===== config.mk =====
export PLATFORM = sky130hd
export DESIGN_NAME = tm1638_key_reader
export DESIGN_NICKNAME = d
export VERILOG_FILES = /design/src/rtl/tm1638_key_reader.sv
export SDC_FILE = /design/constraint.sdc
export NUM_CORES = 1
export LEC_CHECK = 0
export CAP_MARGIN = 10
export CELL_PAD_IN_SITES_DETAIL_PLACEMENT = 0
export CELL_PAD_IN_SITES_GLOBAL_PLACEMENT = 1
export CORE_MARGIN = 4
export CORE_UTILIZATION = 46
export CTS_CLUSTER_DIAMETER = 120
export DETAILED_ROUTE_END_ITERATION = 7
export PLACE_DENSITY_LB_ADDON = 0.1
export SYNTH_ARGS = -nofsm -noshare
export SYNTH_HDL_FRONTEND = slang
export SYNTH_SLANG_ARGS = --single-unit
export TNS_END_PERCENT = 5

===== constraint.sdc =====
create_clock -name clki -period 5.3 [get_ports clki]
set_clock_uncertainty 0.1 [all_clocks]
set_input_delay 0.795 -clock clki [delete_from_list [all_inputs] [get_ports clki]]
set_output_delay 0.795 -clock clki [all_outputs]
set_load 0.01 [all_outputs]

===== src/rtl/tm1638_key_reader.sv =====
// TM1638 key-scan reader: sends the read command over STB/CLK/DIO, turns DIO
// around and shifts in the 32-bit key matrix, presenting raw keys and 8 buttons.
module tm1638_key_reader #(
  parameter int          HALF_PERIOD = 25,
  parameter int          WAIT_HALVES = 4,
  parameter logic [7:0]  CMD_READ    = 8'h42
) (
  input  logic        clki,
  input  logic        rstn,
  input  logic        start,
  output logic        busy,
  output logic        done,
  output logic [31:0] keys,
  output logic [7:0]  buttons,
  output logic        tm_stb,
  output logic        tm_clk,
  output logic        tm_dio_out,
  output logic        tm_dio_oe,
  input  logic        tm_dio_in
);

  localparam int              CNT_W     = (HALF_PERIOD > 1) ? $clog2(HALF_PERIOD) : 1;
  localparam logic [CNT_W-1:0] CNT_LAST = CNT_W'(HALF_PERIOD - 1);
  localparam logic [6:0]      WAIT_LAST = 7'(WAIT_HALVES - 1);

  typedef enum logic [2:0] {
    ST_IDLE      = 3'd0,
    ST_STB_SETUP = 3'd1,
    ST_CMD       = 3'd2,
    ST_WAIT      = 3'd3,
    ST_READ      = 3'd4,
    ST_STB_END   = 3'd5
  } state_t;

  // Buttons sit at bits 0 and 4 of each scan byte.
  function automatic logic [7:0] decode_buttons(input logic [31:0] scan);
    logic [7:0] b;
    for (int k = 0; k < 4; k++) begin
      b[k]     = scan[8*k];
      b[k + 4] = scan[8*k + 4];
    end
    return b;
  endfunction

  state_t            state_r, state_s;
  logic [6:0]        half_r, half_s;
  logic [CNT_W-1:0]  cnt_r;
  logic              tick_s;
  logic              sample_s, finish_s;
  logic              dio_meta_r, dio_sync_r;
  logic [31:0]       shift_r;
  logic              stb_s, clk_s, dio_out_s, oe_s, busy_s;

  assign tick_s = (cnt_r == CNT_LAST);

  // Next-state and half-period index sequencing.
  always_comb begin
    state_s  = state_r;
    half_s   = half_r;
    sample_s = 1'b0;
    finish_s = 1'b0;
    case (state_r)
      ST_IDLE: begin
        half_s = 7'd0;
        if (start) begin
          state_s = ST_STB_SETUP;
        end else begin
          state_s = ST_IDLE;
        end
      end
      ST_STB_SETUP: begin
        if (tick_s) begin
          state_s = ST_CMD;
          half_s  = 7'd0;
        end else begin
          state_s = ST_STB_SETUP;
        end
      end
      ST_CMD: begin
        if (tick_s && half_r == 7'd15) begin
          state_s = ST_WAIT;
          half_s  = 7'd0;
        end else if (tick_s) begin
          half_s = half_r + 7'd1;
        end else begin
          half_s = half_r;
        end
      end
      ST_WAIT: begin
        if (tick_s && half_r == WAIT_LAST) begin
          state_s = ST_READ;
          half_s  = 7'd0;
        end else if (tick_s) begin
          half_s = half_r + 7'd1;
        end else begin
          half_s = half_r;
        end
      end
      ST_READ: begin
        // Odd halves are high; their closing tick is the sample point.
        sample_s = tick_s & half_r[0];
        if (tick_s && half_r == 7'd63) begin
          state_s = ST_STB_END;
          half_s  = 7'd0;
        end else if (tick_s) begin
          half_s = half_r + 7'd1;
        end else begin
          half_s = half_r;
        end
      end
      ST_STB_END: begin
        if (tick_s) begin
          state_s  = ST_IDLE;
          half_s   = 7'd0;
          finish_s = 1'b1;
        end else begin
          state_s = ST_STB_END;
        end
      end
      default: begin
        state_s = ST_IDLE;
        half_s  = 7'd0;
      end
    endcase
  end

  // Bus levels derived from the upcoming state so the pins come straight off flops.
  always_comb begin
    stb_s     = 1'b1;
    clk_s     = 1'b1;
    dio_out_s = 1'b1;
    oe_s      = 1'b0;
    busy_s    = (state_s != ST_IDLE);
    case (state_s)
      ST_IDLE: begin
        stb_s = 1'b1;
      end
      ST_STB_SETUP: begin
        stb_s = 1'b0;
        oe_s  = 1'b1;
      end
      ST_CMD: begin
        stb_s     = 1'b0;
        oe_s      = 1'b1;
        clk_s     = half_s[0];
        dio_out_s = CMD_READ[half_s[3:1]];
      end
      ST_WAIT: begin
        stb_s = 1'b0;
      end
      ST_READ: begin
        stb_s = 1'b0;
        clk_s = half_s[0];
      end
      ST_STB_END: begin
        stb_s = 1'b0;
      end
      default: begin
        stb_s = 1'b1;
      end
    endcase
  end

  // State and half index registers.
  always_ff @(posedge clki or negedge rstn) begin
    if (!rstn) begin
      state_r <= ST_IDLE;
      half_r  <= 7'd0;
    end else begin
      state_r <= state_s;
      half_r  <= half_s;
    end
  end

  // Half-period timebase, held at zero while idle.
  always_ff @(posedge clki or negedge rstn) begin
    if (!rstn) begin
      cnt_r <= '0;
    end else if (state_r == ST_IDLE || tick_s) begin
      cnt_r <= '0;
    end else begin
      cnt_r <= cnt_r + CNT_W'(1);
    end
  end

  // Two-flop synchronizer for the DIO pad and the LSB-first capture shifter.
  always_ff @(posedge clki or negedge rstn) begin
    if (!rstn) begin
      dio_meta_r <= 1'b1;
      dio_sync_r <= 1'b1;
      shift_r    <= 32'd0;
    end else begin
      dio_meta_r <= tm_dio_in;
      dio_sync_r <= dio_meta_r;
      if (sample_s) begin
        shift_r <= {dio_sync_r, shift_r[31:1]};
      end else begin
        shift_r <= shift_r;
      end
    end
  end

  // Registered outputs; results publish only with done.
  always_ff @(posedge clki or negedge rstn) begin
    if (!rstn) begin
      tm_stb     <= 1'b1;
      tm_clk     <= 1'b1;
      tm_dio_out <= 1'b1;
      tm_dio_oe  <= 1'b0;
      busy       <= 1'b0;
      done       <= 1'b0;
      keys       <= 32'd0;
      buttons    <= 8'd0;
    end else begin
      tm_stb     <= stb_s;
      tm_clk     <= clk_s;
      tm_dio_out <= dio_out_s;
      tm_dio_oe  <= oe_s;
      busy       <= busy_s;
      done       <= finish_s;
      if (finish_s) begin
        keys    <= shift_r;
        buttons <= decode_buttons(shift_r);
      end else begin
        keys    <= keys;
        buttons <= buttons;
      end
    end
  end

endmodule


==> results of run 1 <==
critical path: cells and delay by family, from the launching register on:
kind	cells	cell delay, ps
and+or+nand+nor	2	850
muxes	1	420
DFF	1	410
adders and majority gates	2	340
buffers and inverters	3	270
sequential cells by signal, summed over array words and instances (netlist names):
signal / flops
dio_meta_r: 1
shift_r: 32
done: 1
busy: 1
tm_stb: 1
keys: 32
state_r: 3
tm_dio_out: 1
tm_clk: 1
half_r: 7
dio_sync_r: 1
cnt_r: 5
tm_dio_oe: 1
per-layer routing:
| layer | global-route usage (%) | vias to the layer above |
|---|---|---|
| met3 | 3.23 | 9 |
| li1 | - | 1174 |
| met1 | 20.1 | 1176 |
| met4 | 6.39 | 0 |
| met5 | 0 | - |
| met2 | 23.2 | 47 |
stage by stage:
stage | setup slack [ps] | std cells | total power [W] | area (µm²)
2_1_floorplan | 3220 | 335 | 0.000678 | 3670
3_3_place_gp | 2850 | 466 | 0.000693 | 4180
3_5_place_dp | 2770 | 466 | 0.000693 | 4180
4_1_cts | 2760 | 482 | 0.00122 | 4410
5_1_grt | 2640 | 482 | 0.00125 | 4410
6_report | 2790 | 482 | 0.00120 | 4410
layout make-up:
cell class              count  area [µm²]  share of cell area [%]
well taps                 102         128                    2.90
multi-input cells         218        1340                    30.3
clock buffers               9         124                    2.81
clock inverters             7         104                    2.36
flip-flops and latches     87        2180                    49.5
inverters                   9        36.3                   0.823
repair buffers             50         495                    11.2
power groups by stage:
stage | combinational, W | clock [W] | sequential, W
after global placement | 0.0000153 | 0 | 0.000678
after floorplan | 0.0000000241 | 0 | 0.000678
after detailed placement | 0.0000153 | 0 | 0.000678
final | 0.0000141 | 0.000520 | 0.000665
after CTS | 0.0000153 | 0.000536 | 0.000665
after global routing | 0.0000172 | 0.000565 | 0.000665
cells in the mapped netlist:
| master | count |
|---|---|
| a2111oi_0 | 1 |
| a211o_1 | 1 |
| a21o_1 | 1 |
| a21oi_1 | 3 |
| a221oi_1 | 2 |
| a31oi_1 | 1 |
| and2_1 | 1 |
| and3_1 | 1 |
| and3b_1 | 2 |
| buf_2 | 8 |
| buf_4 | 8 |
| buf_6 | 1 |
| clkbuf_1 | 4 |
| dfrtp_1 | 82 |
| dfstp_2 | 5 |
| ha_1 | 5 |
| inv_1 | 8 |
| inv_4 | 1 |
| mux2_1 | 2 |
| mux2_2 | 30 |
| nand2_1 | 105 |
| nand2_2 | 1 |
| nand2b_1 | 2 |
| nand3_1 | 10 |
| nand4_1 | 1 |
| nand4b_4 | 1 |
| nand4bb_1 | 1 |
| nor2_1 | 14 |
| nor2b_1 | 3 |
| nor3_1 | 5 |
| nor3_2 | 1 |
| o211ai_1 | 1 |
| o21a_1 | 1 |
| o21ai_0 | 3 |
| o21ai_1 | 3 |
| o22ai_2 | 1 |
| o32ai_2 | 2 |
| o41a_1 | 1 |
| or2_2 | 1 |
| or3_1 | 2 |
| or3b_4 | 1 |
| xnor2_1 | 3 |
| xor2_1 | 5 |
cells by family (layout without fill, tap and decap cells):
family / Yosys count / count (layout)
mux: 32 / 32
xor+xnor: 8 / 8
buf+inv: 30 / 75
fa+ha+maj: 5 / 5
simple gates: 152 / 152
compound gates: 21 / 21
flops: 87 / 87
cells in the final DEF (no fill, tap or decap), drive strengths merged, types with 3 or more instances in the layout:
| master | count |
|---|---|
| nor2b | 3 |
| a21oi | 3 |
| xnor2 | 3 |
| nand2 | 106 |
| nand3 | 10 |
| nor3 | 6 |
| xor2 | 5 |
| dfrtp | 82 |
| nor2 | 14 |
| o21ai | 6 |
| dfstp | 5 |
| inv | 12 |
| mux2 | 32 |
| clkdlybuf4s50 | 48 |
| ha | 5 |
| clkbuf | 9 |
final timing paths:
path / start / endpoint / cells past startpoint
min reg2reg: dio_meta_r$_DFF_PN1_ / dio_sync_r$_DFF_PN1_ / 0
max reg2reg: cnt_r[0]$_DFF_PN0_ / shift_r[9]$_DFFE_PN0P_ / 8
max: cnt_r[0]$_DFF_PN0_ / shift_r[9]$_DFFE_PN0P_ / 8
max in group asynchronous: rstn / half_r[2]$_DFF_PN0_ / 1
min in group asynchronous: rstn / keys[29]$_DFFE_PN0P_ / 1
min: dio_meta_r$_DFF_PN1_ / dio_sync_r$_DFF_PN1_ / 0
==> impl_metrics.ini, run 1 <==
[power]
combPwrFrac_pct = 1.2
internal_power_w = 0.000938
p_per_area_nw_per_um2 = 272
ir_drop_mv = 0.183
power.leakage_nw = 2.15
seq_power_share_pct = 55.4
swShare_pct = 21.7
clock_power_share_pct = 43.4
netSwitchingPower_w = 0.000261

[worst_setup_path]
cpMaxStageDelayCell = nor2_4
crit_type = flop to flop
crit_path_start_kind = flop
required_ps = 5430
path_cells = inv_1 > ha_1 > nand4b_4 > inv_4 > ha_1 > inv_1 > nor2_4 > mux2_2
end_kind = flop
cpPeakStageDelay_ps = 680
reg2reg_slack_ps = 2790
cp.arrival_ps = 2640
crit_fanout = 32

[clock_network]
cts_max_level = 3
hold_buffers = 0
cts_resized = 0
clock_sinks = 87
cts_setup_buffers = 0
path_clk_slew_ps = 90
cts-root-buf = clkbuf_8
insertion_delay_ps = 350
cts_buffers = 9
max-clock-path-buffers = 2
cts_tree = built

[global_route]
grt_pass1_wl_um = 11600
grt_pass1_vias = 2396
track_usage_pct = 14.9
overflow = 0
grt_max_degree = 88
antenna_found_initial = 0

[cells_and_area]
diodes = 0
fin_nets = 384
fill_cells = 731
area_growth_pct = 19.9
postLayoutCoreUtil_pct = 56.7
drive_gt1_share_pct = 16.6

[synth]
synth_seq_cells = 87
syn_nets = 344
yosys.area.top_type_share_pct = 55.8
synth.area.top_cells = dfrtp_1 56%, nand2_1 11%, mux2_2 9.2%, dfstp_2 3.6%, ha_1 1.7%
synthSimpleGateAreaFrac_pct = 18.2
synthXorXnorAreaFrac_pct = 1.91
ys_seq_area_share_pct = 59.4
yosysTopAreaCell = dfrtp_1
synthMuxAreaShare_pct = 9.81
synthAdderAreaFrac_pct = 1.70
synth-compound-area-share_pct = 4.49
syn_inst = 335
yosys_warnings = 0
syn_area_per_cell_um2 = 11.0
yosysUniqueCellTypes = 43
synth_top_family_by_area = simple AND/OR/NAND/NOR gates
synthesis.area_um2 = 3670

[status]
outcome = complete, no violations

[timing]
worst_pin_slew_ps = 1070
rsz0062_at_grt = no
drv_slew = 0
holdWs_ps = 264
post-route-min-period_ps = 2510
finalCritPeriodShare_pct = 47.3
finalHoldViolations = 0
fmax_ghz = 0.399
setup_viol_count_final = 0
finalSetupTns_ps = 0
slew_headroom_pct = 28.7

[route]
vias = 2406
viasPerCell = 4.99
met1_length_um = 3090
drtIter0Drc = 86
drt_wl_total_um = 6540
drt-wirelength-per-cell_um = 13.6
ant_nets = 0
wl_met2_um = 3030
top_layer_used = met4
dr_wl_met3_um = 300
route.detailed.drc = 0
drtPass1Iterations = 4

[flow_run]
max_cap_violations = 0

[place]
gp_congestion = 0.864
io_buffers = 49
dp_hpwl_um = 4230

[floorplan]
initial_utilization_pct = 47.3
fp.dieW_um = 97.4
dieHeight_um = 97.4
fp.dieArea_um2 = 9480
coreArea_um2 = 7770
row_count = 32
io_pins = 50

[worst_hold_path]
hp-class = flop to flop
(Power assumes the default switching activity.)
==> run 2, diff against run 1 <==
--- a/config.mk
+++ b/config.mk
@@ -9,7 +9,7 @@
 export CELL_PAD_IN_SITES_DETAIL_PLACEMENT = 0
 export CELL_PAD_IN_SITES_GLOBAL_PLACEMENT = 1
 export CORE_MARGIN = 4
-export CORE_UTILIZATION = 46
+export CORE_UTILIZATION = 39
 export CTS_CLUSTER_DIAMETER = 120
 export DETAILED_ROUTE_END_ITERATION = 7
 export PLACE_DENSITY_LB_ADDON = 0.1
==> constraint.sdc (replaced) <==
create_clock -name clki -period 2.2 [get_ports clki]
set_clock_uncertainty 0.1 [all_clocks]
set_input_delay 0.33 -clock clki [delete_from_list [all_inputs] [get_ports clki]]
set_output_delay 0.33 -clock clki [all_outputs]
set_load 0.01 [all_outputs]
==> run 2 against run 1 <==
Combinational power grew to 3.0 times the previous value. Power grew 140%. Via count grew 3.2%. Final area grew 6.0%. Critical path depth grew 1. Setup slack lost 2700 ps.
==> impl_metrics.ini, run 2 (synthesis gave the netlist of run 1 again) <==
[timing]
rsz0062_at_grt = no
slew_headroom_pct = 74.7
setup_viol_count_final = 0
finalHoldViolations = 0
fmax_ghz = 0.479
worst_pin_slew_ps = 379
drv_slew = 0
finalCritPeriodShare_pct = 94.9
finalSetupTns_ps = 0
post-route-min-period_ps = 2090

[worst_hold_path]
hp-class = flop to flop
hp-start = dio_meta_r$_DFF_PN1_
hold_depth = 0
hold_end = dio_sync_r$_DFF_PN1_

[floorplan]
row_count = 35
io_pins = 50
fp.dieW_um = 105
coreArea_um2 = 9200
initial_utilization_pct = 40.0
fp.dieArea_um2 = 11000
dieHeight_um = 105

[route]
route.detailed.drc = 0
vias = 2483
ant_nets = 0
drt_wl_total_um = 7340
drtPass1Iterations = 4
viasPerCell = 4.86
drtIter0Drc = 107
drt-wirelength-per-cell_um = 14.4

[worst_setup_path]
timing.rr.end = shift_r[14]$_DFFE_PN0P_
required_ps = 2340
reg2reg_slack_ps = 110
crit_fanout = 8
crit_path_start_kind = flop
cp.arrival_ps = 2230
reg2reg_from = cnt_r[0]$_DFF_PN0_
crit_type = flop to flop
end_kind = flop
reg2regPathDepth = 9

[cells_and_area]
diodes = 0
layout_commonest_cell = nand2_1
final_cell_count_no_fill = 511
top_regs = keys: 32 flops, shift_r: 32 flops, half_r: 7 flops
fin_nets = 405
final_area_um2 = 4670
drive_gt1_share_pct = 21.5
area_growth_pct = 27.1
final_cell_mix = 105 x nand2_1, 82 x dfrtp_1, 48 x clkdlybuf4s50_1

[place]
placed_cells = 485
dpl_cell_area_um2 = 4300
dp_hpwl_um = 4610
io_buffers = 49
gp_congestion = 0.885

[power]
p_per_area_nw_per_um2 = 618
ir_drop_mv = 0.328
power.leakage_nw = 2.27
total_power_w = 0.00289

[status]
outcome = complete, no violations

[clock_network]
insertion_delay_ps = 350
path_clk_slew_ps = 90
cts_buffers = 9
cts_tree = built
clock_sinks = 87
max-clock-path-buffers = 2
cts-root-buf = clkbuf_8
cts_max_level = 3

[global_route]
track_usage_pct = 14.1
grt_pass1_vias = 2647
antenna_found_initial = 0
overflow = 0
grt_max_degree = 47
grt_pass1_wl_um = 12700

[flow_run]
max_cap_violations = 0
## run 2: changes by cell type in the layout (fill, tap and decap cells not counted), moves of 2 or more
cell	previous run	this run
buf_12	0	3
inv_6	2	0
clkbuf_16	0	2
ha_1	5	3
clkinv_4	0	2
buf_4	2	15
## run 2: area by class of cell
cell class,instances,area [µm²]
clock buffers,9,124
clock inverters,6,95.1
fillers,879,4520
inverters,9,38.8
multi-input cells,218,1360
flip-flops and latches,87,2180
well taps,111,139
repair buffers,70,724
repair inverters,1,5.00
## run 2: layer usage
metal	wire (µm)	global-route usage [%]
met3	345	3.27
met1	3500	18.8
met2	3420	22.1
met4	69	5.53
met5	0	0
## run 2: worst max-delay path, stage by stage, from the launching register on
cell and delay, ps:
dfrtp_1 420, inv_1 70, ha_2 180, nand4b_4 170, clkinv_4 120, ha_4 120
inv_1 50, nor2_4 210, clkbuf_16 210, mux2_2 340
## run 2: report_power, final
group	internal [W]	total (W)	switching [W]
clock	0.000644	0.00124	0.000601
sequential	0.00160	0.00160	0.000000490
combinational	0.0000103	0.0000416	0.0000313
## run 2: repair_timing
item	in CTS	in global routing
setup buffers	0	6
hold buffers	1	0
gates resized for setup	0	8
endpoints found under the hold margin	16	0
endpoints found under the setup margin	0	34
## run 2: through the flow
| step | setup WS, ps | hold slack (ps) | util, % |
|---|---|---|---|
| detailed placement | 110 | 123 | 46.8 |
| floorplan | 122 | -65.6 | - |
| CTS | 88.5 | 265 | 49.3 |
| finish | 111 | 265 | 50.8 |
| global placement | 146 | 124 | 46.8 |
| global route | 5.11 | 272 | 50.8 |
## run 2: how the worst max path moves through the flow
| stage | start | endpoint | slack, ps |
|---|---|---|---|
| final | cnt_r[0]$_DFF_PN0_ | shift_r[14]$_DFFE_PN0P_ | 110 |
| after floorplan | cnt_r[0]$_DFF_PN0_ | shift_r[10]$_DFFE_PN0P_ | 120 |
| after CTS | cnt_r[0]$_DFF_PN0_ | tm_dio_out$_DFF_PN1_ | 90 |
| after global placement | cnt_r[0]$_DFF_PN0_ | shift_r[9]$_DFFE_PN0P_ | 150 |
| after detailed placement | cnt_r[0]$_DFF_PN0_ | shift_r[14]$_DFFE_PN0P_ | 110 |
| after global routing | cnt_r[0]$_DFF_PN0_ | tm_dio_out$_DFF_PN1_ | 5 |
